[config.mk]
export PLATFORM = sky130hd
export DESIGN_NAME = carregador_programa
export DESIGN_NICKNAME = d
export VERILOG_FILES = /design/src/rtl/carregador_pkg.sv /design/src/rtl/carregador_programa.sv
export SDC_FILE = /design/constraint.sdc
export NUM_CORES = 1
export LEC_CHECK = 0
export BUFFER_PORTS_ARGS = -buffer_cell sky130_fd_sc_hd__buf_2
export CAP_MARGIN = 5
export CORE_ASPECT_RATIO = 2
export CORE_MARGIN = 1
export CORE_UTILIZATION = 45
export CTS_BUF_LIST = sky130_fd_sc_hd__clkbuf_4
export DETAILED_ROUTE_END_ITERATION = 10
export PLACE_DENSITY = 0.68
export REMOVE_ABC_BUFFERS = 1
export SLEW_MARGIN = 20
export SYNTH_ARGS = -nofsm -noshare
export SYNTH_HDL_FRONTEND = slang
export SYNTH_SLANG_ARGS = --single-unit
[constraint.sdc]
create_clock -name clock -period 2.8 [get_ports clock]
set_input_delay 0.56 -clock clock [delete_from_list [all_inputs] [get_ports clock]]
set_output_delay 0.56 -clock clock [all_outputs]
set_load 0.01 [all_outputs]
[src/rtl/carregador_pkg.sv]
// rtl/carregador_pkg.sv - shared states, block geometry defaults and control codes for the program loader
package carregador_pkg;

  typedef enum logic [2:0] {
    OCIOSO = 3'd0,
    PEDE   = 3'd1,
    ESPERA = 3'd2,
    GRAVA  = 3'd3,
    FIM    = 3'd4
  } estado_t;

  localparam int unsigned TAM_BLOCO_PADRAO = 200;
  localparam int unsigned NUM_PROC_PADRAO  = 10;

  localparam logic [1:0] SALVA       = 2'b01;
  localparam logic [1:0] NADA        = 2'b00;
  localparam logic [1:0] FIM_LEITURA = 2'b01;

endpackage

[src/rtl/carregador_programa.sv]
// rtl/carregador_programa.sv - streams a program from the HD into one process block of instruction memory
module carregador_programa
  import carregador_pkg::*;
#(
  parameter int unsigned TAM_BLOCO = TAM_BLOCO_PADRAO,
  parameter int unsigned NUM_PROC  = NUM_PROC_PADRAO
) (
  input  logic        clock,
  input  logic        reset,
  input  logic        iniciar,
  input  logic [3:0]  numProcesso,
  input  logic [31:0] trilhaHD,
  input  logic [7:0]  tamPrograma,
  output logic        leHD,
  output logic [31:0] enderecoHD,
  input  logic [31:0] dadoHD,
  input  logic        hdValido,
  output logic [31:0] entradaDeInstrucao,
  output logic [31:0] enderecoInstrucao,
  output logic [1:0]  controleSalvaInstrucao,
  output logic [1:0]  ControleFimDeLeitura,
  output logic        ocupado,
  output logic        erro
);

  estado_t     estado_q, estado_d;
  logic [7:0]  offset_q, offset_d;
  logic [7:0]  tam_q, tam_d;
  logic [31:0] trilha_q, trilha_d;
  logic [31:0] base_q, base_d;
  logic [31:0] dado_q, dado_d;

  logic        le_hd_q, le_hd_d;
  logic [31:0] end_hd_q, end_hd_d;
  logic [31:0] entrada_q, entrada_d;
  logic [31:0] end_instr_q, end_instr_d;
  logic [1:0]  salva_q, salva_d;
  logic [1:0]  fim_q, fim_d;
  logic        ocupado_q, ocupado_d;
  logic        erro_q, erro_d;

  logic        partida;
  logic        parametro_ruim;
  logic [7:0]  offset_inc;

  // Outputs are registered from the current state, so they trail the state by one cycle
  // and stay stable across the negedge where the instruction memory samples them.
  always_comb begin
    partida        = iniciar && (estado_q == OCIOSO) && !ocupado_q;
    parametro_ruim = (tamPrograma == 8'd0)
                  || (32'(tamPrograma) > TAM_BLOCO)
                  || (32'(numProcesso) >= NUM_PROC);
    offset_inc     = offset_q + 8'd1;

    estado_d    = estado_q;
    offset_d    = offset_q;
    tam_d       = tam_q;
    trilha_d    = trilha_q;
    base_d      = base_q;
    dado_d      = dado_q;
    le_hd_d     = 1'b0;
    end_hd_d    = end_hd_q;
    entrada_d   = entrada_q;
    end_instr_d = end_instr_q;
    salva_d     = NADA;
    fim_d       = NADA;
    ocupado_d   = (estado_q != OCIOSO);
    erro_d      = erro_q;

    case (estado_q)
      OCIOSO: begin
        if (partida) begin
          trilha_d = trilhaHD;
          tam_d    = tamPrograma;
          base_d   = 32'(numProcesso) * TAM_BLOCO;
          offset_d = 8'd0;
          erro_d   = parametro_ruim;
          if (!parametro_ruim) estado_d = PEDE;
        end
      end
      PEDE: begin
        le_hd_d  = 1'b1;
        end_hd_d = trilha_q + 32'(offset_q);
        estado_d = ESPERA;
      end
      ESPERA: begin
        if (hdValido) begin
          dado_d   = dadoHD;
          estado_d = GRAVA;
        end
      end
      GRAVA: begin
        salva_d     = SALVA;
        entrada_d   = dado_q;
        end_instr_d = base_q + 32'(offset_q);
        offset_d    = offset_inc;
        estado_d    = (offset_inc == tam_q) ? FIM : PEDE;
      end
      FIM: begin
        fim_d    = FIM_LEITURA;
        offset_d = 8'd0;
        estado_d = OCIOSO;
      end
      default: estado_d = OCIOSO;
    endcase
  end

  always_ff @(posedge clock or negedge reset) begin
    if (!reset) begin
      estado_q    <= OCIOSO;
      offset_q    <= 8'd0;
      tam_q       <= 8'd0;
      trilha_q    <= 32'd0;
      base_q      <= 32'd0;
      dado_q      <= 32'd0;
      le_hd_q     <= 1'b0;
      end_hd_q    <= 32'd0;
      entrada_q   <= 32'd0;
      end_instr_q <= 32'd0;
      salva_q     <= NADA;
      fim_q       <= NADA;
      ocupado_q   <= 1'b0;
      erro_q      <= 1'b0;
    end else begin
      estado_q    <= estado_d;
      offset_q    <= offset_d;
      tam_q       <= tam_d;
      trilha_q    <= trilha_d;
      base_q      <= base_d;
      dado_q      <= dado_d;
      le_hd_q     <= le_hd_d;
      end_hd_q    <= end_hd_d;
      entrada_q   <= entrada_d;
      end_instr_q <= end_instr_d;
      salva_q     <= salva_d;
      fim_q       <= fim_d;
      ocupado_q   <= ocupado_d;
      erro_q      <= erro_d;
    end
  end

  assign leHD                   = le_hd_q;
  assign enderecoHD             = end_hd_q;
  assign entradaDeInstrucao     = entrada_q;
  assign enderecoInstrucao      = end_instr_q;
  assign controleSalvaInstrucao = salva_q;
  assign ControleFimDeLeitura   = fim_q;
  assign ocupado                = ocupado_q;
  assign erro                   = erro_q;

endmodule

# After elaboration in Yosys (flattened, before gate mapping)
# Cells that the tools add are included.
[totals]
out_inout_bits = 103
word_cells = 51
ff_bits = 195
[classes]
addsub = 3
multipliers = 1
n_reduce_logical = 13
muxes = 10
n_lt_le_gt_ge = 2
eq_ne = 8
[ops]
columns = ["op", "count"]
rows = [
  ["$add A32 B8 Y32", 1],
  ["$pmux W8 S3", 1],
  ["$add A12 B8 Y13", 1],
  ["$mux W3", 4],
  ["$pmux W3 S4", 1],
  ["$mul A4 B5 Y9 const B", 1],
  ["$add A8 B1 Y8 const B", 1],
  ["$eq A8 B8 Y1", 1],
  ["$gt A8 B8 Y1 const B", 1],
  ["$logic_not A8 Y1", 1],
  ["$mux W8", 1],
  ["$eq A3 B2 Y1 const B", 2],
  ["$ne A2 B2 Y1 const B", 3],
  ["$reduce_and A2 Y1", 3],
  ["$reduce_bool A3 Y1", 2],
  ["$ge A4 B4 Y1 const B", 1],
  ["$eq A3 B1 Y1 const B", 1],
  ["$eq A3 B3 Y1 const B", 1],
  ["$logic_not A3 Y1", 1],
  ["$mux W1", 3],
  ["$reduce_and A3 Y1", 1],
  ["$logic_and A1 B1 Y1", 2],
  ["$logic_or A1 B1 Y1", 2],
  ["$logic_not A1 Y1", 1],
]

# Depth between registers and ports, before layout
# Gate-level depths: netlist (run 1).
[logic_depth]
word_depth = 6
ltp_mapped = 8

# Worst setup path after synthesis (run 1)
# OpenSTA, ideal clock, no wires.
[synth_path]
path_kind = "register to register"
from = "reg offset_q[3]"
to = "reg end_hd_q[27] (netlist: enderecoHD[27])"
stages_incl_launch_ff = 8
slack_ns = 0.574
synth_period_minus_slack_ns = 2.226
setup_ns = 0.082
t_arrival_ns = 2.144
n_path_buf = 0
path_cell_list = "dfrtp_1 -> ha_1 -> a21o_1 -> a21oi_2 -> a2111oi_4 -> o211ai_4 -> or3_1 -> a31oi_1"
[synth_between]
elab_chain_len = 1
[synth_rtl]
columns = ["item", "line_no", "text"]
rows = [
  ["from (decl)", "carregador_programa.sv:27", "logic [7:0] offset_q, offset_d;"],
  ["from (signal assigned)", "carregador_programa.sv:126", "offset_q <= offset_d;"],
  ["$add A32 B8 Y32", "carregador_programa.sv:83", "end_hd_d = trilha_q + 32'(offset_q);"],
  ["to (signal assigned)", "carregador_programa.sv:132", "end_hd_q <= end_hd_d;"],
  ["to (decl)", "carregador_programa.sv:34", "logic [31:0] end_hd_q, end_hd_d;"],
]
# No other way between the ends.
# A chain may end at the register's enable or synchronous reset.

# Worst setup path after layout (run 1)
[layout_path]
from = "reg offset_q[3]"
to = "reg end_hd_q[23] (netlist: enderecoHD[23])"
# Same word-level chain as after synthesis.

==> metrics.txt, run 1 <==
internal power=5850 µW; port bufs=161; largest stage delay on the critical path=560 ps; DR iter-0 viols=190; register area share after synthesis=0.533; Post-Layout Cell Count=1143; Post-CTS Setup Bufs=0; combinational group share of total power=0.387; maximum capacitance violations=0; CP max stage cell=a2111oi_4; fin nets=1025; fin crit share=0.905; area leader, netlist=dfrtp_1; Detailed Route WL=17.9 mm; GRT Total Usage=0.200; synthesized instance count=752; # setup viols final=0; first-pass GRT wire length=29.3 mm; Worst Tran Pin Value=637 ps; Power, Total=9510 µW; initial antenna violation count=1; Worst R2R Start=offset_q[3]; layout cells sized above 1=0.312; Startpoint Class=flip-flop; CTS tree=built; Critical Setup Path Class=reg2reg; number of synthesized flops with an enable pin=0; Vias=5844; Cell Area, Synth=8160 µm²; ys async rst share=1.00; pre-CTS WS=280 ps; hold-critical path depth=2; placed cells=1109; mean routed wirelength per cell=15.6 µm; vias per cell=5.11; Worst-path clk slew=160 ps; R2R depth=8; I/O pin count=183; Clock Power Share=0.140; Initial Utilization=0.459; RSZ-0062 raised after global routing=no; # rows=69; Syn Area/Cell=10.9 µm²; CTS resizes=0; Inserted Clock Buffers=17; gp weighted congestion=0.819; crit-path cells=ha_1, a21o_1, a21oi_2, a2111oi_4, buf_4, o211ai_1, xor2_1, o21ai_0; drt pass-1 iters=4; root buffer selected by CTS=clkbuf_4; net load switching power=3660 µW; Synth cell types=49; leakage dissipation=0.00465 µW; # hold bufs at CTS=1; synth top area cells=dfrtp_1 53%, mux2_2 10%, nand2_1 8.0%, ha_1 4.0%, o21ai_0 3.4%; power per cell area=1010 nW/µm²; worst reg2reg setup slack=270 ps; H-tree Lvls=4; DP HPWL=13.5 mm; GRT Residual Overflow=0; total core area=17800 µm²; Worst R2R End=enderecoHD[23]; largest net degree at the start of global routing=66; fin. max-slew vios=0; CP Capture Type=flip-flop; vias in the first global route=5893; CP Data Required Time=3280 ps; DRT antenna net count=0; status=completed; total negative slack=0 ps; Clock Latency Late Sink=560 ps; Synth top area share=0.533; die width=97.2 µm; Max-slew headroom=0.576; prevailing post-synth register cell=dfrtp_1; DRC=0; HP Start=trilhaHD[18]; Hold EP=trilha_q[18]; Worst EP arrival=3020 ps; worst-path fanout max=7; Finished Core Util=0.532; final hold vios=0; DIE AREA=18700 µm²; sequential share of power=0.473; Yosys reg bits=174; VDD IR max=0.000436 V; clock skew=32.8 ps; fin worst setup slack=267 ps; Worst Hold Class=in2reg; TritonCTS Sinks=174; minimum clock period=2530 ps; height of the die=192 µm; area delta synth->final=15.9%; Synth Warn #=0; CTS Buffer Depth=2; Net Sw Frac=0.385; FMAX=395 MHz
-- synth_stat cells (5+ instances only) --
| library cell | number |
|---|---|
| a21o_1 | 10 |
| a21oi_1 | 14 |
| a31oi_1 | 6 |
| and3_1 | 6 |
| buf_2 | 8 |
| buf_4 | 21 |
| clkbuf_1 | 21 |
| dfrtp_1 | 174 |
| ha_1 | 26 |
| inv_1 | 6 |
| mux2_2 | 75 |
| nand2_1 | 173 |
| nand3_1 | 12 |
| nor2_1 | 24 |
| nor2b_1 | 6 |
| o2111ai_1 | 5 |
| o21ai_0 | 55 |
| o31ai_1 | 5 |
| or3_1 | 7 |
| xnor2_1 | 25 |
| xor2_1 | 21 |
-- critical path: cells and delay by family (launching register included) --
family | cells | cell delay, ps
xor+xnor | 1 | 170
flops | 1 | 490
fa+ha+maj | 1 | 440
buf+inv | 1 | 230
compound gates | 5 | 1140
-- cells in the final DEF (no fill, tap or decap), drive strengths merged, types with 5 or more instances in the layout --
cell,count
nor2,24
mux2,76
xor2,21
o31ai,5
nor2b,6
nand3,12
o21ai,58
and3,6
a31oi,6
or3,7
clkinvlp,5
a21o,10
xnor2,25
dfrtp,174
buf,176
inv,9
a21oi,15
conb,21
nand2,173
ha,26
clkbuf,19
o2111ai,5
clkinv,6
-- cell families (layout without fill, tap and decap cells) --
| kind of cell | after synthesis | in the layout | synth area share |
|---|---|---|---|
| AND/OR/NAND/NOR | 250 | 250 | 0.135 |
| flip-flops | 174 | 174 | 0.533 |
| AO/OA/AOI/OAI | 116 | 116 | 0.0917 |
| multiplexers | 76 | 76 | 0.105 |
| buffers and inverters | 60 | 217 | 0.0385 |
| XOR/XNOR | 46 | 46 | 0.0494 |
| adder cells (fa/ha/maj) | 29 | 29 | 0.0472 |
| other | 1 | 22 | 0.000459 |
-- registers in the layout, indices dropped and copies added (netlist names), 3 cells and up --
name	count
dado_q	32
enderecoHD	32
entradaDeInstrucao	32
trilha_q	32
enderecoInstrucao	13
base_q	9
offset_q	8
tam_q	8
estado_q	3
-- routing by layer --
| layer | part of all wire | GRT usage | up-vias |
|---|---|---|---|
| li1 | - | - | 2864 |
| met1 | 0.38 | 0.211 | 2819 |
| met2 | 0.56 | 0.385 | 138 |
| met3 | 0.041 | 0.0424 | 23 |
| met4 | 0.020 | 0.0747 | 0 |
| met5 | 0 | 0 | - |
-- worst max path at each step --
stage | from | end | slack (ps) | cells past startpoint
5_1_grt | offset_q[1] | enderecoHD[27] | 130 | 7
4_1_cts | offset_q[3] | enderecoHD[31] | 280 | 7
3_5_place_dp | offset_q[1] | enderecoHD[23] | 280 | 8
3_3_place_gp | offset_q[0] | enderecoHD[22] | 360 | 8
2_1_floorplan | estado_q[1] | offset_q[4] | -650 | 6
6_report | offset_q[3] | enderecoHD[23] | 270 | 8
-- final cells by class --
| class | instances | area, µm² |
|---|---|---|
| Clock inverter | 13 | 115 |
| Fill cell | 1674 | 8320 |
| Inverter | 8 | 30.0 |
| Tap cell | 213 | 267 |
| Multi-Input combinational cell | 538 | 3580 |
| Clock buffer | 19 | 143 |
| Sequential cell | 174 | 4350 |
| Antenna cell | 1 | 2.50 |
| Timing Repair Buffer | 177 | 972 |
-- metrics by stage --
step	hold slack (ps)	instance area, µm²
3_5_place_dp	449	9190
2_1_floorplan	264	7950
3_3_place_gp	442	9190
6_report	216	9460
5_1_grt	165	9460
4_1_cts	150	9460
-- power by group through the flow --
stage          clock (µW)  sequential (µW)  combinational [µW]
6_report             1330             4490                3690
5_1_grt              1490             4640                4170
4_1_cts              1400             4510                3760
3_5_place_dp            0             4570                3750
3_3_place_gp            0             4520                3660
2_1_floorplan           0             4630                2240
No activity file was read; power rests on OpenSTA's default activity.
==> run 2: changes to the inputs <==
--- a/config.mk
+++ b/config.mk
@@ -16,3 +16,3 @@
 export REMOVE_ABC_BUFFERS = 1
-export SLEW_MARGIN = 20
+export SLEW_MARGIN = 10
 export SYNTH_ARGS = -nofsm -noshare
==> constraint.sdc (replaced) <==
create_clock -name clock -period 2.8 [get_ports clock]
set_input_delay 0 -clock clock [delete_from_list [all_inputs] [get_ports clock]]
set_output_delay 0 -clock clock [all_outputs]
set_load 0.01 [all_outputs]
==> metrics.txt, run 2 (synthesized netlist as in run 1, its figures left out) <==
worst-path fanout max=8; Worst-path clk slew=140 ps; vias in the first global route=6175; fin worst setup slack=306 ps; fin. max-slew vios=0; M3 GR Usage=0.0384; largest net degree at the start of global routing=69; GRT Residual Overflow=0; gp weighted congestion=0.796; post-layout instance area=10300 µm²; Clock Latency Late Sink=570 ps; initial antenna violation count=1; # rows=69; leakage dissipation=0.00500 µW; area delta synth->final=25.9%; worst hold margin=65.3 ps; R2R depth=7; H-tree Lvls=4; die width=97.2 µm; height of the die=192 µm; CP Data Required Time=3290 ps; root buffer selected by CTS=clkbuf_4; final hold vios=0; hold-critical path depth=6; fin crit share=0.891; CTS Buffer Depth=2; DRT antenna net count=0; Vias=6177; port bufs=161; DP HPWL=13.3 mm; Worst R2R End=enderecoHD[29]; M2 GR Usage=0.409; layout cells sized above 1=0.289; Worst Tran Pin Value=603 ps; worst reg2reg setup slack=310 ps; total core area=17800 µm²; GRT Total Usage=0.209; FMAX=401 MHz; Post-DP Area=9170 µm²; mean routed wirelength per cell=15.7 µm; RSZ-0062 raised after global routing=no; DRC=0; Initial Utilization=0.459; Detailed Route WL=19.2 mm; drt pass-1 iters=4; DIE AREA=18700 µm²; Startpoint Class=flip-flop; clock skew=24.0 ps; DR iter-0 viols=170; maximum capacitance violations=0; # setup viols final=0; met1 usage=0.219; Post-Layout Cell Count=1221; Power, Total=9770 µW; I/O pin count=183; Worst R2R Start=offset_q[1]; gr busiest metal=met2; status=completed; TritonCTS Sinks=174; most frequent cells in the layout=174 x dfrtp_1, 171 x nand2_1, 160 x buf_2, 79 x dlygate4sd3_1, 75 x mux2_2; CTS resizes=0; Hold EP=estado_q[0]; vias per cell=5.06; fin nets=1103; placed cells=1108; most common cell after layout, fill and taps aside=dfrtp_1; first-pass GRT wire length=30.6 mm; HP Start=iniciar; Critical Setup Path Class=reg2reg; CTS tree=built; minimum clock period=2490 ps; power per cell area=951 nW/µm²; Worst EP arrival=2980 ps; CP Capture Type=flip-flop; Max-slew headroom=0.597; Post-CTS Setup Bufs=0; Worst Hold Class=in2reg; VDD IR max=0.000371 V; pre-CTS WS=312 ps; Inserted Clock Buffers=17
run 2: cell types whose count changed in the layout (fill, tap and decap cells not counted), sizes merged:
cell         delta
dlygate4sd3    +78
clkinvlp        -2
inv             +2
bufinv          +1
clkbuf          -1
run 2: how the worst max path moves through the flow:
stage | startpoint | to | cells past startpoint
finish | offset_q[1] | enderecoHD[29] | 7
global route | offset_q[3] | enderecoHD[29] | 7
CTS | offset_q[1] | enderecoHD[27] | 7
detailed placement | offset_q[0] | enderecoHD[20] | 8
global placement | offset_q[0] | enderecoHD[20] | 8
floorplan | estado_q[1] | offset_q[4] | 6
run 2: area by class of cell:
class | count | area [µm²]
diodes | 1 | 2.50
inverters | 8 | 30.0
flip-flops and latches | 174 | 4350
repair buffers | 255 | 1750
well taps | 213 | 267
multi-input cells | 538 | 3580
clock buffers | 18 | 135
clock inverters | 14 | 159
fillers | 1540 | 7510
run 2: per-stage QoR:
stage | utilization | setup TNS, ps
5_1_grt | 0.578 | 0
2_1_floorplan | - | -13130
6_report | 0.578 | 0
3_5_place_dp | 0.516 | 0
3_3_place_gp | 0.516 | 0
4_1_cts | 0.578 | 0
run 2: what timing repair did:
action	4_1_cts	5_1_grt
endpoints found under the setup margin	0	0
hold endpoints to repair	250	0
hold buffers	80	0
run 2: per-layer routing:
layer	up-vias	share of wire
met4	0	0.017
met1	2985	0.37
met3	19	0.037
li1	3020	-
met2	153	0.57
met5	-	0
run 2: critical path: stages (launching register included):
cell       delay (ps)
dfrtp_1           510
ha_1              330
a21oi_1            80
nand4b_4          210
a2111oi_4         610
o211ai_4          190
or3_1             330
a31oi_1           160
run 2: power breakdown:
part,internal [µW],switching (µW),total [µW],leakage (µW)
combinational,1790,2010,3810,0.00271
clock,558,920,1480,0.000150
sequential,3670,818,4490,0.00214
